### config.mk
export PLATFORM = sky130hd
export DESIGN_NAME = garo_move_unit
export DESIGN_NICKNAME = d
export VERILOG_FILES = /design/src/rtl/garo_move_unit.sv
export SDC_FILE = /design/constraint.sdc
export NUM_CORES = 1
export LEC_CHECK = 0
export BUFFER_PORTS_ARGS = -buffer_cell sky130_fd_sc_hd__buf_2
export CORE_MARGIN = 3
export CORE_UTILIZATION = 40
export CTS_BUF_LIST = sky130_fd_sc_hd__clkbuf_2 sky130_fd_sc_hd__clkbuf_4 sky130_fd_sc_hd__clkbuf_8
export CTS_CLUSTER_SIZE = 40
export DETAILED_ROUTE_END_ITERATION = 10
export PLACE_DENSITY_LB_ADDON = 0.1
export SYNTH_ARGS = -nofsm -noshare
export SYNTH_HDL_FRONTEND = slang
export SYNTH_SLANG_ARGS = --single-unit
### constraint.sdc
create_clock -name clk -period 1.8 [get_ports clk]
set_input_delay 0.54 -clock clk [delete_from_list [all_inputs] [get_ports clk]]
set_output_delay 0.54 -clock clk [all_outputs]
set_load 0.01 [all_outputs]
### src/rtl/garo_move_unit.sv
// -----------------------------------------------------------------------------
// garo_move_unit
//
// Battle-datapath helper. Six pseudo-random bit generators (GARO cells,
// modelled as 16-bit Galois LFSRs so simulation is deterministic) feed the AI
// move index and the accuracy roll. A trainer mux picks the player's or the
// AI's move into a register, and a small move table turns that registered
// selection into damage and accuracy figures for the HP-update logic.
//
// Parameters
//   SEED  base seed; generator i starts at SEED + i*16'h1357 (mod 2^16),
//         with a zero result replaced by 16'h0001
//   TAPS  Galois feedback mask (x^16+x^14+x^13+x^11+1 by default)
//
// Ports
//   clk       in   1  clock, all state on rising edge
//   rst       in   1  synchronous reset, active-low
//   stop      in   1  1 = freeze all generators (hold state)
//   actr      in   1  active trainer: 0 = player, 1 = AI
//   p_move    in   2  player move index
//   ai_move   out  2  AI move index {gen1,gen0}
//   acc_roll  out  4  accuracy roll {gen5,gen4,gen3,gen2}
//   move_sel  out  2  registered selected move
//   dmg       out  4  damage of move_sel
//   accu      out  4  accuracy threshold of move_sel
//   hit       out  1  1 = move connects
//
// Build option
//   ACCU_CHECK_EN  when defined, hit = (accu >= acc_roll) (unsigned 4-bit);
//                  otherwise hit is tied to 1 and acc_roll is still produced.
// -----------------------------------------------------------------------------
module garo_move_unit #(
  parameter logic [15:0] SEED = 16'hACE1,
  parameter logic [15:0] TAPS = 16'hB400
) (
  input  logic       clk,
  input  logic       rst,
  input  logic       stop,
  input  logic       actr,
  input  logic [1:0] p_move,
  output logic [1:0] ai_move,
  output logic [3:0] acc_roll,
  output logic [1:0] move_sel,
  output logic [3:0] dmg,
  output logic [3:0] accu,
  output logic       hit
);

  localparam int NUM_GEN = 6;

  // Seed of generator i; a zero seed would lock the LFSR at zero forever.
  function automatic logic [15:0] seed_of(input int idx);
    logic [15:0] v;
    v = SEED + (16'(idx) * 16'h1357);
    if (v == 16'h0000) v = 16'h0001;
    return v;
  endfunction

  logic [NUM_GEN-1:0] gen_bit;

  for (genvar g = 0; g < NUM_GEN; g++) begin : g_gen
    localparam logic [15:0] SEED_G = seed_of(g);
    logic [15:0] s;

    // Right-shifting Galois form: the bit shifted out folds the tap mask back in.
    always_ff @(posedge clk) begin
      if (!rst) begin
        s <= SEED_G;
      end else if (!stop) begin
        s <= {1'b0, s[15:1]} ^ (s[0] ? TAPS : 16'h0000);
      end
    end

    assign gen_bit[g] = s[0];
  end

  assign ai_move  = gen_bit[1:0];
  assign acc_roll = gen_bit[5:2];

  // Trainer mux samples ai_move before this edge's LFSR step, so the AI
  // choice lands one cycle later. It keeps updating while generators are
  // frozen.
  always_ff @(posedge clk) begin
    if (!rst) begin
      move_sel <= 2'b00;
    end else begin
      move_sel <= actr ? ai_move : p_move;
    end
  end

  // Move table, purely combinational from move_sel.
  always_comb begin
    dmg  = 4'd4;
    accu = 4'd15;
    case (move_sel)
      2'd0: begin dmg = 4'd4; accu = 4'd15; end
      2'd1: begin dmg = 4'd6; accu = 4'd12; end
      2'd2: begin dmg = 4'd8; accu = 4'd8;  end
      2'd3: begin dmg = 4'd3; accu = 4'd15; end
      default: begin dmg = 4'd4; accu = 4'd15; end
    endcase
  end

`ifdef ACCU_CHECK_EN
  assign hit = (accu >= acc_roll);
`else
  assign hit = 1'b1;
`endif

endmodule

==> results of run 1 <==
how the worst min path moves through the flow:
stage | from | to | depth (start not counted)
2_1_floorplan | g_gen[0].s[12]$_SDFFE_PN0N_ | g_gen[0].s[11]$_SDFFE_PN1N_ | 2
3_3_place_gp | g_gen[2].s[10]$_SDFFE_PN0N_ | g_gen[2].s[9]$_SDFFE_PN1N_ | 2
6_report | p_move[1] | move_sel[1]$_SDFF_PN0_ | 3
3_5_place_dp | g_gen[2].s[10]$_SDFFE_PN0N_ | g_gen[2].s[9]$_SDFFE_PN1N_ | 2
4_1_cts | p_move[0] | move_sel[0]$_SDFF_PN0_ | 3
5_1_grt | p_move[1] | move_sel[1]$_SDFF_PN0_ | 3
report_power, final:
| part | switching, uW | internal [uW] |
|---|---|---|
| logic | 199 | 243 |
| registers | 78.6 | 2300 |
| clock network | 706 | 832 |
placed cells by master (no fill, tap or decap), types with 3 or more instances in the layout:
cell type	n
buf_4	9
nand2_1	42
ha_4	3
buf_2	14
buf_6	6
buf_12	5
xnor2_1	8
and3b_1	8
o211a_1	10
clkbuf_8	10
mux2i_1	80
nor2b_1	39
a21oi_1	8
dfxtp_1	96
xor2_1	10
nand2b_1	10
critical path: cells and delay by family (launching register included):
family	cells	cell delay [ns]
and+or+nand+nor	1	0.24
buffers and inverters	2	0.17
adders and majority gates	1	0.15
DFF	1	0.37
cell families (layout without fill, tap and decap cells):
group / after synthesis / in the layout / share of synthesized area
buf+inv: 43 / 54 / 0.07904
simple gates: 101 / 101 / 0.1371
xor+xnor: 18 / 18 / 0.03952
compound gates: 18 / 18 / 0.03513
fa+ha+maj: 5 / 5 / 0.01568
flops: 98 / 98 / 0.4918
other cells: 1 / 2 / 0.0009401
mux: 80 / 80 / 0.2008
layer usage:
metal	up-vias	global-route usage	part of all wire
met5	-	0	0
met4	0	0.04440	0.014
met3	7	0.03674	0.032
met2	23	0.1808	0.47
met1	1046	0.1241	0.48
li1	1200	-	-
sequential cells by signal, summed over array words and instances, names as in the netlist:
register and cells:
g_gen.s 96, move_sel 2
layout make-up:
type,instances,area [um^2],share of cell area
clock buffer,11,145.1,0.03269
clock inverter,5,77.57,0.01747
inverter,4,20.02,0.004510
multi-input combinational,224,1760,0.3966
sequential,98,1969,0.4436
tap,129,161.4,0.03636
timing repair buffer,34,305.3,0.06877
through the flow:
stage                     instances  hold slack (ns)
after floorplan                 365           0.4322
after global placement          487           0.4431
after detailed placement        487           0.4507
after CTS                       505           0.4246
after global routing            505           0.4463
final                           505           0.4387
cells in the mapped netlist:
| library cell | instances |
|---|---|
| dfxtp_1 | 98 |
| mux2i_1 | 80 |
| nand2_1 | 42 |
| nor2b_1 | 39 |
| clkbuf_1 | 16 |
| buf_4 | 11 |
| nand2b_1 | 10 |
| o211a_1 | 10 |
| xor2_1 | 10 |
| a21oi_1 | 8 |
| and3b_1 | 8 |
| xnor2_1 | 8 |
| buf_6 | 6 |
| ha_1 | 5 |
| inv_1 | 4 |
| buf_8 | 3 |
| buf_12 | 2 |
| or2_2 | 2 |
| buf_2 | 1 |
| conb_1 | 1 |
repair_timing:
item                       in CTS  in global routing
pin swaps                       2                  0
buffers inserted                2                  1
setup endpoints to repair       4                  6
gates resized for setup        13                 12
==> impl_metrics.yaml, run 1 <==
cells_and_area:
  area_growth_pct: 11.29
  nFillCells: 892
  insertedDiodeCount: 0
  design_area_um2: 4439
  drive_above_1_share: 0.1649
  postLayoutCoreUtil: 0.4693
  nNetsFinal: 382
setup_path:
  cpPeakStageDelay_ns: 0.37
  crit_start: "move_sel[1]$_SDFF_PN0_"
  critical_path.cell_chain: "inv_4, ha_4, or2_4, buf_6"
  critPathSlowestCell: "dfxtp_4"
  cp_max_fo: 3
  worst-setup-path-type: "reg -> out"
  regToRegStartpoint: "g_gen[1].s[0]$_SDFFE_PN0N_"
  end_kind: "output pin"
  required_ns: 1.26
  reg2regPathDepth: 3
  worst_ep_arrival_time_ns: 1.28
  crit-reg2reg-capture: "g_gen[1].s[13]$_SDFFE_PN0N_"
  critical_path.endpoint: "dmg[1]"
  rrSetupSlack_ns: 0.87
  worstSetupStartpointType: "flop"
timing:
  hold_viol: 0
  drv_slew: 0
  fmax_mhz: 550.1
  totalNegativeSetupSlack_ns: -0.03510
  layout_setup_ws_ns: -0.01795
  period_share: 1.010
  fin_skew_ns: 0.005330
  final-setup-viol-count: 2
  min_period_ns: 1.818
  rsz0062_at_grt: "yes"
routing:
  via_count: 2276
  drc: 0
  drtAntennaViolNets: 0
  drt_iter0_drc: 53
  drt_pass1_iterations: 4
  wire_per_inst_um: 11.17
  via_per_inst: 4.507
  wl_mm: 5.640
synth:
  ys_types: 20
  synth.area.top_cells: "dfxtp_1 (49%), mux2i_1 (20%), nor2b_1 (6.1%)"
  synth_top_area_share: 0.4918
  syn_avg_cell_area_um2: 10.96
  ys_seq_elements: 98
  synth_top_area_cell: "dfxtp_1"
  syn-cell-area_um2: 3989
  ys_seq_area_frac: 0.4918
  synth_cells: 364
  ys_warn_count: 0
placed_design:
  place_area_um2: 4109
  hpwlAfterDp_mm: 3.502
  place.gp.congestion: 0.6409
  pre_cts_slack_ns: 0.1999
  numPortBuffers: 20
cts:
  cts_buffers: 9
  hold_buffers: 0
  cts_tree: "built"
  cts.sinks: 98
  cts-root-buf: "clkbuf_8"
  clockBufferDepth: 2
  clk_latency_ns: 0.35
  cts.reportedPaths.clkPinSlew_ns: 0.08
  htreeDepth: 3
global_route:
  grt_pass1_vias: 2203
  grt_usage: 0.1073
  antenna_found_initial: 0
  grt-ovfl-total: 0
  grt_max_degree: 40
  grt_first_pass_wirelength_mm: 9.853
pwr:
  powerDensity_nw_per_um2: 981.0
  power.total_uw: 4355
  leakagePower_uw: 0.002055
  ir_drop_mv: 0.8069
floorplan:
  core_um2: 9459
  die_h_um: 105.9
  ios: 23
  die_area_um2: 11210
  chipWidth_um: 105.9
  start_util: 0.4217
  num_rows: 35
status:
  violations: "setup timing"
  status: "finished with violations"
worst_hold_path:
  hold_class: "in -> reg"
flow_run:
  maxCapViolCount: 0
No activity file was read; power rests on OpenSTA's default activity.
==> inputs of run 2 (changes only) <==
CORE_ASPECT_RATIO = 1.25   (was unset)
==> run 2 against run 1 <==
Effect of this change:
- the run still ends with setup timing left
- sequential share of layout area up 0.088 points
- register-to-register slack about the same
- count of clock-buffer cells in the layout unchanged
- setup slack about the same
- fmax about the same
- sequential cell count unchanged
- critical path type unchanged
- critical endpoint is now dmg[2]
- largest cell class unchanged
- highest routed layer unchanged
==> impl_metrics.yaml, run 2 (synthesis results as in run 1) <==
status:
  status: "finished with violations"
  violations: "setup timing"
timing:
  min_period_ns: 1.818
  final-setup-viol-count: 2
  rsz0062_at_grt: "yes"
  fmax_mhz: 550.1
  hold_viol: 0
  period_share: 1.010
  drv_slew: 0
  layout_setup_ws_ns: -0.01799
  fin_skew_ns: 0.01010
setup_path:
  required_ns: 1.26
  cp_max_fo: 4
  worst-setup-path-type: "reg -> out"
  critical_path.cell_chain: "inv_4, ha_4, or2_4, buf_6"
  path_delay_family: "flip-flops"
  end_kind: "output pin"
  critPathSlowestCell: "dfxtp_4"
  cpPeakStageDelay_ns: 0.38
  worstSetupStartpointType: "flop"
  reg2regPathDepth: 3
  worst_ep_arrival_time_ns: 1.28
  critPathBufInv: 2
  worst-path-stages: 4
cells_and_area:
  insertedDiodeCount: 0
  drive_above_1_share: 0.1631
  final_common_cell: "dfxtp_1"
  postLayoutCoreUtil: 0.4587
  top_register: "g_gen.s"
  largest_reg_flops: 96
  top_regs: "g_gen.s (96), move_sel (2)"
  finalNonFillerCells: 500
  mostFrequentLayoutCells: "dfxtp_1 (96), mux2i_1 (80), nand2_1 (42)"
  area_growth_pct: 11.07
  nNetsFinal: 380
cts:
  clk_latency_ns: 0.35
  clockBufferDepth: 2
  cts-root-buf: "clkbuf_8"
  cts_tree: "built"
  cts.reportedPaths.clkPinSlew_ns: 0.09
  cts_buffers: 9
  htreeDepth: 3
  cts.sinks: 98
  hold_buffers: 0
placed_design:
  place.gp.congestion: 0.6667
  dp.cells: 482
  numPortBuffers: 20
  hpwlAfterDp_mm: 3.441
routing:
  via_count: 2259
  drtAntennaViolNets: 0
  via_per_inst: 4.518
  wire_per_inst_um: 11.12
  drt_iter0_drc: 82
  wl_mm: 5.561
  drt_pass1_iterations: 4
  drc: 0
global_route:
  grt_usage: 0.1087
  grt_pass1_vias: 2204
  grt-ovfl-total: 0
  antenna_found_initial: 0
  grt_max_degree: 45
  grt_first_pass_wirelength_mm: 9.784
pwr:
  power.total_uw: 4411
  powerDensity_nw_per_um2: 995.7
  ir_drop_mv: 0.5106
  leakagePower_uw: 0.002043
worst_hold_path:
  worstHoldPathCells: 3
  hold_class: "in -> reg"
floorplan:
  core_um2: 9659
  start_util: 0.4130
  die_area_um2: 11210
  die_h_um: 117.6
  num_rows: 40
  chipWidth_um: 95.32
  ios: 23
flow_run:
  maxCapViolCount: 0
==> run 2: stage by stage <==
| stage | TNS, ns | hold WS (ns) | setup slack, ns | instance area, um^2 |
|---|---|---|---|---|
| after CTS | -0.07536 | 0.4269 | -0.04386 | 4404 |
| after detailed placement | 0 | 0.4518 | 0.1818 | 4090 |
| after global placement | 0 | 0.4481 | 0.2229 | 4090 |
| final | -0.03464 | 0.4414 | -0.01799 | 4431 |
| after global routing | -0.1307 | 0.4634 | -0.06992 | 4431 |
| after floorplan | 0 | 0.4322 | 0.2489 | 3993 |
==> run 2: layer usage <==
| metal | global-route usage | part of all wire | wire (um) |
|---|---|---|---|
| met5 | 0 | 0 | 0 |
| met4 | 0.05686 | 0.022 | 124 |
| met3 | 0.02494 | 0.021 | 119 |
| met2 | 0.1669 | 0.46 | 2550 |
| met1 | 0.1400 | 0.50 | 2767 |
==> run 2: repair_timing <==
| item | in CTS | in global routing |
|---|---|---|
| endpoints found under the setup margin | 4 | 4 |
| resized for setup | 19 | 6 |
| pin swaps | 3 | 2 |
| buffers inserted | 2 | 0 |
==> run 2: worst min-delay path: cells and delay by family <==
family	cells	cell delay, ns
simple gates	1	0.09
mux	1	0.05
buf+inv	1	0.07
==> run 2: worst paths after layout <==
path | from | end | slack [ns]
worst min-delay path | p_move[0] | move_sel[0]$_SDFF_PN0_ | 0.44
worst min register to register | g_gen[3].s[2]$_SDFFE_PN1N_ | g_gen[3].s[1]$_SDFFE_PN1N_ | 0.46
worst max register to register | g_gen[1].s[0]$_SDFFE_PN0N_ | g_gen[1].s[13]$_SDFFE_PN0N_ | 0.88
worst max-delay path | move_sel[1]$_SDFF_PN0_ | dmg[2] | -0.02
==> run 2: layout make-up <==
type / count / area, um^2
fill: 943 / 5229
sequential: 98 / 1969
multi-input combinational: 224 / 1763
timing repair buffer: 32 / 284.0
tap: 126 / 157.7
clock buffer: 11 / 151.4
clock inverter: 5 / 85.08
inverter: 4 / 20.02
==> run 2: power by group <==
group / internal (uW) / total, uW / switching, uW
Combinational: 236 / 433 / 197
Clock: 866 / 1600 / 737
Sequential: 2300 / 2380 / 78.5
